--- config.mk ---
export PLATFORM = sky130hd
export DESIGN_NAME = uart_tx
export DESIGN_NICKNAME = d
export VERILOG_FILES = /design/src/rtl/uart_tx.sv
export SDC_FILE = /design/constraint.sdc
export NUM_CORES = 1
export LEC_CHECK = 0
export BUFFER_PORTS_ARGS = -buffer_cell sky130_fd_sc_hd__buf_4
export CORE_MARGIN = 4
export CORE_UTILIZATION = 45
export CTS_CLUSTER_DIAMETER = 60
export DETAILED_ROUTE_END_ITERATION = 6
export PLACE_DENSITY = 0.66
export SLEW_MARGIN = 20
export SYNTH_ARGS = -nofsm -noshare
export SYNTH_HDL_FRONTEND = slang
export SYNTH_SLANG_ARGS = --single-unit
--- constraint.sdc ---
create_clock -name clk_i -period 1.85 [get_ports clk_i]
set_clock_uncertainty 0.15 [all_clocks]
set_input_delay 0 -clock clk_i [delete_from_list [all_inputs] [get_ports clk_i]]
set_output_delay 0 -clock clk_i [all_outputs]
set_load 0.1 [all_outputs]
--- src/rtl/uart_tx.sv ---
// uart_tx: 8N1 serial transmitter with a ready/valid byte input.
// Ports:
//   clk_i, rst_i (async, active-high)
//   valid_i, ready_o, data_i[7:0]: byte handshake
//   tx_o: serial line (idles high)
//   busy_o: frame in progress
// Define UART_TX_PARITY_EN to add an even-parity bit (8E1).
module uart_tx #(
  parameter int ClkFreqHz = 12_000_000,
  parameter int BaudRate  = 115_200
) (
  input  logic       clk_i,
  input  logic       rst_i,
  input  logic       valid_i,
  output logic       ready_o,
  input  logic [7:0] data_i,
  output logic       tx_o,
  output logic       busy_o
);

  localparam int ClksPerBit = ClkFreqHz / BaudRate;
  localparam int CntW = (ClksPerBit < 2) ? 1 :
                        $clog2(ClksPerBit);
  localparam logic [CntW-1:0] CntLast =
    CntW'(ClksPerBit - 1);

  if (ClksPerBit < 2) begin : g_chk
    $error("uart_tx: ClksPerBit must be >= 2");
  end

  localparam logic [2:0] S_IDLE  = 3'd0;
  localparam logic [2:0] S_START = 3'd1;
  localparam logic [2:0] S_DATA  = 3'd2;
  localparam logic [2:0] S_STOP  = 3'd3;
  localparam logic [2:0] S_PAR   = 3'd4;

  logic [2:0]      state_q, state_d;
  logic [CntW-1:0] cnt_q, cnt_d;
  logic [2:0]      idx_q, idx_d;
  logic [7:0]      shift_q, shift_d;
  logic            tx_q, tx_d;
  logic            bit_end;
  logic            hs;

`ifdef UART_TX_PARITY_EN
  // The shift register is consumed as bits go
  // out, so parity is captured at load time.
  logic par_q, par_d;
`endif

  assign bit_end = (cnt_q == CntLast);
  assign ready_o = (state_q == S_IDLE) ||
                   (state_q == S_STOP && bit_end);
  assign hs      = valid_i && ready_o;
  assign tx_o    = tx_q;
  assign busy_o  = (state_q != S_IDLE);

  always_comb begin
    state_d = state_q;
    cnt_d   = cnt_q;
    idx_d   = idx_q;
    shift_d = shift_q;
    tx_d    = tx_q;
`ifdef UART_TX_PARITY_EN
    par_d   = par_q;
`endif
    if (state_q != S_IDLE) begin
      cnt_d = bit_end ? '0 : cnt_q + 1'b1;
    end
    case (state_q)
      S_START: begin
        if (bit_end) begin
          state_d = S_DATA;
          tx_d    = shift_q[0];
        end
      end
      S_DATA: begin
        if (bit_end) begin
          shift_d = {1'b0, shift_q[7:1]};
          idx_d   = idx_q + 3'd1;
          if (idx_q == 3'd7) begin
`ifdef UART_TX_PARITY_EN
            state_d = S_PAR;
            tx_d    = par_q;
`else
            state_d = S_STOP;
            tx_d    = 1'b1;
`endif
          end else begin
            tx_d = shift_q[1];
          end
        end
      end
`ifdef UART_TX_PARITY_EN
      S_PAR: begin
        if (bit_end) begin
          state_d = S_STOP;
          tx_d    = 1'b1;
        end
      end
`endif
      S_STOP: begin
        if (bit_end) begin
          state_d = S_IDLE;
          tx_d    = 1'b1;
        end
      end
      default: begin
        state_d = S_IDLE;
        cnt_d   = '0;
        tx_d    = 1'b1;
      end
    endcase
    // A handshake in Idle or in the last stop
    // cycle starts the next frame on this edge.
    if (hs) begin
      state_d = S_START;
      cnt_d   = '0;
      idx_d   = 3'd0;
      shift_d = data_i;
      tx_d    = 1'b0;
`ifdef UART_TX_PARITY_EN
      par_d   = ^data_i;
`endif
    end
  end

  always_ff @(posedge clk_i or posedge rst_i) begin
    if (rst_i) begin
      state_q <= S_IDLE;
      cnt_q   <= '0;
      idx_q   <= 3'd0;
      shift_q <= 8'd0;
      tx_q    <= 1'b1;
`ifdef UART_TX_PARITY_EN
      par_q   <= 1'b0;
`endif
    end else begin
      state_q <= state_d;
      cnt_q   <= cnt_d;
      idx_q   <= idx_d;
      shift_q <= shift_d;
      tx_q    <= tx_d;
`ifdef UART_TX_PARITY_EN
      par_q   <= par_d;
`endif
    end
  end

endmodule

==> flow_summary_export.csv, run 1 <==
group,metric,value,unit
logic_synthesis,synthDistinctLibCells,29,
power,p_leak,0.5816,nW
grt,overflow,0,
critical_path,required,1890,ps
logic_synthesis,yosys_warnings,0,
timing,final-max-slew-violation-count,0,
timing,fin_crit,1764,ps
logic_synthesis,ys_seq_area_share,45.46,%
die,coreArea,2477,um^2
outcome,outcome,"complete, no violations",
grt,antenna_found_initial,0,
logic_synthesis,synth_compound_area_share,11.45,%
cells_and_area,design_area,1461,um^2
logic_synthesis,netlist.area_leader.share,43.20,%
power,total_power,0.7203,mW
logic_synthesis,synth_top_area_cell,"dfrtp_1",
placement,dp_cells,154,
logic_synthesis,synthCells,111,
clock_tree,insertion_delay,300,ps
cells_and_area,final_util,58.99,%
worst_hold_path,hold_class,"in2reg",
critical_path,critPathSlowestCell,"dfrtp_1",
power,power_density,492.9,nW/um^2
route,viasPerCell,5.118,
route,drt_iter0_drc,20,
logic_synthesis,synth-simple-area-share,17.17,%
timing,hold_violations,0,
route,wl_per_cell,11.84,um
critical_path,start_kind,"flip-flop",
clock_tree,clock-sinks,21,
flow_run,cap_violations,0,
die,io_pins,14,
clock_tree,clock_path_buffers,2,
route,vias,870,
clock_tree,cts.clk_slew.worst_paths,110,ps
grt,grt_max_degree,22,
placement,port_buffers,13,
die,fp.dieW,58.74,um
clock_tree,htreeDepth,1,
route,antenna_left,0,
logic_synthesis,synthMuxAreaShare,9.503,%
critical_path,worstSetupEndpointType,"flip-flop",
die,die_y,58.74,um
cells_and_area,multiInputGateArea,611.8,um^2
logic_synthesis,ys_top_cells_by_area,"dfrtp_1, mux2i_1, ha_1, nand2_1, o21ai_1",
grt,first_global_vias,817,
placement,placed_area,1299,um^2
clock_tree,clock-root-buffer,"clkbuf_4",
cells_and_area,area_growth,26.13,%
route,drc,0,
critical_path,path_max_fanout,19,
critical_path,cp_data_arrival_time,1810,ps
critical_path,crit_path_cell_trace,"ha_2, and2_2, a41o_2, buf_4, nand2_1, o21ai_1",
route,routed_wirelength,2012,um
logic_synthesis,synth_xor_area_share,3.024,%
die,initial_utilization,46.77,%
placement,gp_congestion,0.8017,
timing,max_slew_margin,81.41,%
logic_synthesis,synth-adder-area-share,8.639,%
placement,dp_hpwl,1392,um
grt,grt_pass1_wl,3525,um
cells_and_area,num-fill-cells,217,
logic_synthesis,syn-num-nets,130,
critical_path,cpPeakStageDelay,420,ps
cells_and_area,stdcell_count,170,
power,ir_drop,465.2,uV
logic_synthesis,synth.cell_area,1159,um^2
grt,grt_usage,13.46,%
cells_and_area,ff_latch_area,526.8,um^2
cells_and_area,n_antenna_cell,0,
clock_tree,cts_tree,"built",
route,dr.pass1.iters,4,
timing,fmax,0.5670,GHz
clock_tree,numCtsBuffers,3,
die,rows,18,
critical_path,crit_type,"reg2reg",
timing,worst_pin_slew,277.9,ps
logic_synthesis,synth_top_family_by_area,"simple AND/OR/NAND/NOR gates",
timing,fin_crit_sh,95.33,%
die,dieArea,3450,um^2
logic_synthesis,synth-seq-cells,21,
logic_synthesis,syn_avg_cell_area,10.44,um^2
cells_and_area,fin_nets,160,
cells_and_area,drive_gt1_share,26.43,%
timing,setup-violations-final,0,
cells in the mapped netlist:
cell type	instances
buf_2	1
and2_1	2
a211oi_2	1
dfstp_2	1
mux2i_1	11
a311o_1	1
nor2_1	9
or3_1	2
and4bb_4	1
and3_4	1
nand3_1	4
a21oi_1	5
nand2_1	12
nor3b_1	1
xnor2_1	3
buf_6	1
xor2_1	1
ha_1	8
a41o_2	1
dfrtp_1	20
inv_1	5
o21ai_0	3
o32a_1	1
o21ai_1	8
nor3_1	3
buf_12	1
a22o_1	1
nand2b_1	2
nor3b_2	1
worst max-delay path, delay by kind of cell (launching register included):
kind | cells | cell delay (ps)
AOI/OAI and AO/OA | 2 | 370
adders and majority gates | 1 | 210
buffers and inverters | 1 | 200
DFF | 1 | 420
and+or+nand+nor | 2 | 300
worst paths after layout:
check | start | end | slack, ps | cells after the start
setup / recovery | cnt_q[0] | shift_q[7] | 90 | 6
hold reg to reg | idx_q[1] | idx_q[1] | 390 | 2
setup reg to reg | cnt_q[0] | shift_q[7] | 90 | 6
min in group asynchronous | rst_i | idx_q[1] | 130 | 4
hold / removal | valid_i | state_q[0] | 40 | 3
max in group asynchronous | rst_i | tx_o | 1150 | 4
layer usage:
layer  vias up  track usage (%)  wire, um
li1        446                -         -
met1       406            16.87       970
met2        13            20.98       932
met3         5            3.947        71
met4         0            6.796        38
met5         -                0         0
report_power, final:
group          leakage [nW]  switching (mW)  internal, mW
clock network        0.0150           0.135        0.0841
logic                 0.355          0.0152        0.0272
registers             0.212               0         0.459
area by class of cell:
| cell class | instances | share of cell area, % |
|---|---|---|
| Timing Repair Buffer | 28 | 16.18 |
| Clock buffer | 4 | 1.798 |
| Sequential cell | 21 | 36.04 |
| Inverter | 5 | 1.541 |
| Tap cell | 30 | 2.568 |
| Multi-Input combinational cell | 82 | 41.87 |
through the flow:
stage                     hold WS (ps)  worst slack, ps  setup TNS [ps]
after floorplan                 -174.2           -130.5          -658.8
after global placement          -99.06            114.9               0
after detailed placement        -94.71            73.62               0
after CTS                        35.55            58.50               0
after global routing             42.43           -3.062          -6.581
final                            44.75            86.43               0
what timing repair did:
item	in CTS	in global routing
hold buffers	9	0
buffers inserted	0	3
gates resized for setup	0	6
setup endpoints to repair	0	11
hold endpoints to repair	29	0
flip-flops by register name, summed over array words and instances (netlist names):
signal / cells
tx_o: 1
cnt_q: 7
state_q: 2
idx_q: 3
shift_q: 8
cell usage in the layout, fill, tap and decap left out, types with 2 or more instances in the layout:
cell and count:
ha_1 6, dfrtp_1 20, inv_2 2, nand2b_1 2, inv_1 2, o21ai_1 8
nand3_1 4, a21oi_1 4, xnor2_1 3, or3_1 2, nand2_1 11, nor3_1 2
mux2i_1 11, buf_4 18, dlygate4sd3_1 9, nor2_1 9, o21ai_0 3, clkbuf_4 3
cells by family (layout without fill, tap and decap cells):
group                    count (synthesis)  in the layout
multiplexers                            11             11
adder cells (fa/ha/maj)                  8              8
XOR/XNOR                                 4              4
flip-flops                              21             21
AND/OR/NAND/NOR                         38             38
AO/OA/AOI/OAI                           21             21
buffers and inverters                    8             37
No activity file was read; power rests on OpenSTA's default activity.
==> run 2: changes to the inputs <==
CORE_ASPECT_RATIO = 1.4   (was unset)
==> flow_summary_export.csv, run 2 (synthesized netlist as in run 1, its figures left out) <==
group,metric,value,unit
timing,fmax,0.5738,GHz
placement,dp_cells,159,
cells_and_area,final_cell_mix,"dfrtp_1, buf_4, mux2i_1, nand2_1",
timing,final-max-slew-violation-count,0,
timing,worst_pin_slew,356.1,ps
timing,hold_violations,0,
die,dieArea,3462,um^2
grt,antenna_found_initial,0,
clock_tree,htreeDepth,1,
critical_path,crit_path_cell_trace,"ha_1, and2_1, a41o_2, o32a_1",
clock_tree,numCtsBuffers,3,
route,vias,861,
die,io_pins,14,
critical_path,path_depth,4,
clock_tree,insertion_delay,310,ps
timing,max_slew_margin,76.21,%
die,initial_utilization,47.93,%
cells_and_area,largest_register_ffs,8,
cells_and_area,n_antenna_cell,0,
cells_and_area,fin_nets,159,
route,dr.pass1.iters,2,
critical_path,critical_path.top_delay_family,"compound AO/OA/AOI/OAI gates",
route,viasPerCell,4.977,
cells_and_area,area_growth,25.05,%
outcome,outcome,"complete, no violations",
cells_and_area,reg_top3,"shift_q x8, cnt_q x7, idx_q x3",
grt,grt_max_degree,22,
power,total_power,0.7290,mW
placement,gp_congestion,0.7344,
timing,setup-violations-final,0,
critical_path,start_kind,"flip-flop",
flow_run,cap_violations,0,
critical_path,critPathSlowestCell,"dfrtp_1",
timing,fin_crit,1743,ps
timing,fin_crit_sh,94.21,%
timing,finalSetupTns,0,ps
route,drc,0,
placement,dp_hpwl,1475,um
route,wl_per_cell,12.25,um
critical_path,crit_type,"reg2reg",
clock_tree,cts_tree,"built",
grt,grt_pass1_wl,3939,um
grt,first_global_vias,928,
power,p_leak,0.5750,nW
critical_path,worstSetupEndpointType,"flip-flop",
cells_and_area,final_common_cell,"dfrtp_1",
critical_path,required,1900,ps
critical_path,r2r-start,"cnt_q[0]",
worst_hold_path,whs_path_depth,3,
cells_and_area,drive_gt1_share,25.18,%
critical_path,cp_data_arrival_time,1800,ps
route,antenna_left,0,
timing,hold_ws,38.94,ps
critical_path,path_max_fanout,5,
clock_tree,clock-root-buffer,"clkbuf_4",
clock_tree,cts.clk_slew.worst_paths,120,ps
power,power_density,503.2,nW/um^2
critical_path,crit_start,"cnt_q[0]",
route,routed_wirelength,2119,um
timing,rsz0062_at_grt,"false",
die,fp.dieW,50.89,um
die,rows,21,
power,ir_drop,525.2,uV
critical_path,cpPeakStageDelay,420,ps
grt,grt_usage,15.06,%
critical_path,r2r_cells,4,
die,die_y,68.04,um
route,drt_iter0_drc,26,
cells_and_area,stdcell_count,173,
cells_and_area,regMostFlops,"shift_q",
critical_path,crit_buf_inv,0,
cells_and_area,final_util,59.94,%
placement,port_buffers,13,
die,coreArea,2417,um^2
worst_hold_path,hp-start,"valid_i",
clock_tree,clock_path_buffers,2,
grt,overflow,0,
clock_tree,clock-sinks,21,
worst_hold_path,hold_class,"in2reg",
run 2: what timing repair did:
item                                    in CTS  in global routing
gates resized for setup                      0                  3
endpoints found under the setup margin       0                  7
buffers inserted                             0                  1
hold buffers                                 9                  0
hold endpoints to repair                    29                  0
run 2: area by class of cell:
| type | count | area, um^2 |
|---|---|---|
| Timing Repair Buffer | 27 | 229.0 |
| Tap cell | 34 | 42.54 |
| Clock buffer | 3 | 22.52 |
| Inverter | 5 | 22.52 |
| Clock inverter | 1 | 5.005 |
| Sequential cell | 21 | 526.8 |
| Multi-Input combinational cell | 82 | 600.6 |
| Fill cell | 224 | 968.4 |
run 2: power by group:
group | internal [mW] | switching (mW)
clock | 0.0807 | 0.147
sequential | 0.459 | 0
combinational | 0.0272 | 0.0154
total | 0.567 | 0.162
run 2: through the flow:
step / instance area (um^2) / worst slack [ps]
2_1_floorplan: 1177 / -130.5
3_3_place_gp: 1311 / 124.9
3_5_place_dp: 1311 / 95.11
4_1_cts: 1429 / 80.41
5_1_grt: 1449 / 18.76
6_report: 1449 / 107.1
run 2: worst reg2reg max path, delay by kind of cell (launching register included):
kind / cells / cell delay (ps)
flip-flops: 1 / 420
AND/OR/NAND/NOR: 1 / 210
adder cells (fa/ha/maj): 1 / 220
AO/OA/AOI/OAI: 2 / 640
run 2: per-layer routing:
layer	wire, um	up-vias	GRT usage [%]
li1	-	444	-
met1	904	404	17.40
met2	1119	9	27.29
met3	58	4	2.832
met4	36	0	6.061
met5	0	-	0
run 2: path summary, 6_finish.rpt:
| kind | to | slack [ps] |
|---|---|---|
| hold reg to reg | idx_q[2] | 390 |
| max in group asynchronous | tx_o | 1140 |
| setup reg to reg | state_q[0] | 110 |
| setup / recovery | state_q[0] | 110 |
| hold / removal | state_q[0] | 40 |
| min in group asynchronous | cnt_q[5] | 140 |
==> run 3: changes to the inputs <==
PLACE_DENSITY = unset   (was 0.66)
==> flow_summary_export.csv, run 3 (synthesized netlist as in run 1, its figures left out) <==
group,metric,value,unit
outcome,outcome,"complete, no violations",
die,initial_utilization,47.93,%
cells_and_area,final_util,59.58,%
cells_and_area,n_antenna_cell,0,
route,vias,851,
timing,hold_violations,0,
power,power_density,501.6,nW/um^2
timing,max_slew_margin,80.23,%
critical_path,path_max_fanout,4,
timing,fin_crit_sh,94.61,%
die,rows,21,
critical_path,crit_path_cell_trace,"inv_2, ha_4, and2_1, a41o_2, o32a_1",
clock_tree,clock_path_buffers,2,
die,fp.dieW,50.89,um
placement,dp_hpwl,1451,um
critical_path,cpPeakStageDelay,440,ps
critical_path,required,1900,ps
worst_hold_path,hold_class,"in2reg",
die,coreArea,2417,um^2
cells_and_area,final_common_cell,"dfrtp_1",
route,wl_per_cell,12.15,um
critical_path,crit_buf_inv,1,
timing,worst_pin_slew,296.1,ps
flow_run,cap_violations,0,
clock_tree,clock-root-buffer,"clkbuf_4",
grt,grt_usage,14.08,%
route,drc,0,
grt,antenna_found_initial,0,
cells_and_area,num-fill-cells,212,
die,die_y,68.04,um
cells_and_area,fin_nets,157,
cells_and_area,final_cell_mix,"dfrtp_1, buf_4, mux2i_1, nand2_1",
timing,rsz0062_at_grt,"false",
clock_tree,cts.clk_slew.worst_paths,120,ps
placement,port_buffers,13,
route,drt_iter0_drc,19,
timing,setup-violations-final,0,
clock_tree,cts_tree,"built",
critical_path,start_kind,"flip-flop",
critical_path,critPathSlowestCell,"dfrtp_1",
cells_and_area,multiInputGateArea,603.1,um^2
route,antenna_left,0,
cells_and_area,largest_register_ffs,8,
power,total_power,0.7224,mW
die,io_pins,14,
clock_tree,numCtsBuffers,3,
cells_and_area,area_growth,24.30,%
grt,first_global_vias,886,
timing,layout_setup_ws,99.80,ps
route,routed_wirelength,2078,um
timing,fmax,0.5714,GHz
timing,final-max-slew-violation-count,0,
critical_path,crit_type,"reg2reg",
timing,fin_crit,1750,ps
timing,finalSetupTns,0,ps
clock_tree,clock-sinks,21,
cells_and_area,regMostFlops,"shift_q",
clock_tree,postCtsSetupBuffers,0,
grt,overflow,0,
placement,gp_congestion,0.6957,
critical_path,cp_data_arrival_time,1800,ps
cells_and_area,stdcell_count,171,
die,dieArea,3462,um^2
grt,grt_pass1_wl,3657,um
route,viasPerCell,4.977,
cells_and_area,drive_gt1_share,25.55,%
critical_path,worstSetupEndpointType,"flip-flop",
clock_tree,htreeDepth,1,
cells_and_area,ff_latch_area,526.8,um^2
power,p_leak,0.5652,nW
critical_path,critical_path.top_delay_family,"compound AO/OA/AOI/OAI gates",
cells_and_area,reg_top3,"shift_q x8, cnt_q x7, idx_q x3",
placement,pre_cts_ws,83.05,ps
placement,dp_cells,158,
route,dr.pass1.iters,4,
clock_tree,insertion_delay,300,ps
grt,grt_max_degree,22,
power,ir_drop,318.5,uV
==> run 3: per-layer routing <==
layer	vias up	routed length (um)	track usage, %
met2	13	1062	25.82
met1	396	935	15.75
met3	2	61	2.832
li1	440	-	-
met5	-	0	0
met4	0	19	6.061
==> run 3: path summary, 6_finish.rpt <==
path	to	startpoint	slack [ps]	cells after the start
setup / recovery	state_q[0]	state_q[0]	100	5
hold / removal	state_q[0]	valid_i	40	3
setup reg to reg	state_q[0]	state_q[0]	100	5
hold reg to reg	idx_q[1]	idx_q[1]	410	2
max in group asynchronous	tx_o	rst_i	1160	4
min in group asynchronous	cnt_q[4]	rst_i	120	4
==> run 3: repair_timing <==
action,4_1_cts,5_1_grt
hold buffers,9,0
hold endpoints to repair,29,0
endpoints found under the setup margin,0,11
resized for setup,0,6
==> run 3: through the flow <==
step	hold WS, ps	area, um^2
5_1_grt	47.97	1440
4_1_cts	24.97	1421
2_1_floorplan	-174.2	1177
6_report	38.47	1440
3_3_place_gp	-98.30	1304
3_5_place_dp	-91.73	1304
==> run 3: area by class of cell <==
class	instances	area share, %
Clock buffer	3	1.564
Inverter	5	1.564
Multi-Input combinational cell	82	41.88
Tap cell	34	2.954
Clock inverter	1	0.3475
Timing Repair Buffer	25	15.12
Sequential cell	21	36.58
==> run 3: report_power, final <==
part,switching [mW],leakage (nW),internal [mW],total (mW)
Combinational,0.0152,0.335,0.0272,0.0424
Sequential,0,0.212,0.459,0.459
Clock,0.140,0.0177,0.0806,0.221
Total,0.156,0.565,0.567,0.722
==> run 3: worst reg2reg max path: cells and delay by family (launching register included) <==
family / cells / cell delay (ps)
buffers and inverters: 1 / 90
AOI/OAI and AO/OA: 2 / 600
DFF: 1 / 440
and+or+nand+nor: 1 / 200
adders and majority gates: 1 / 180
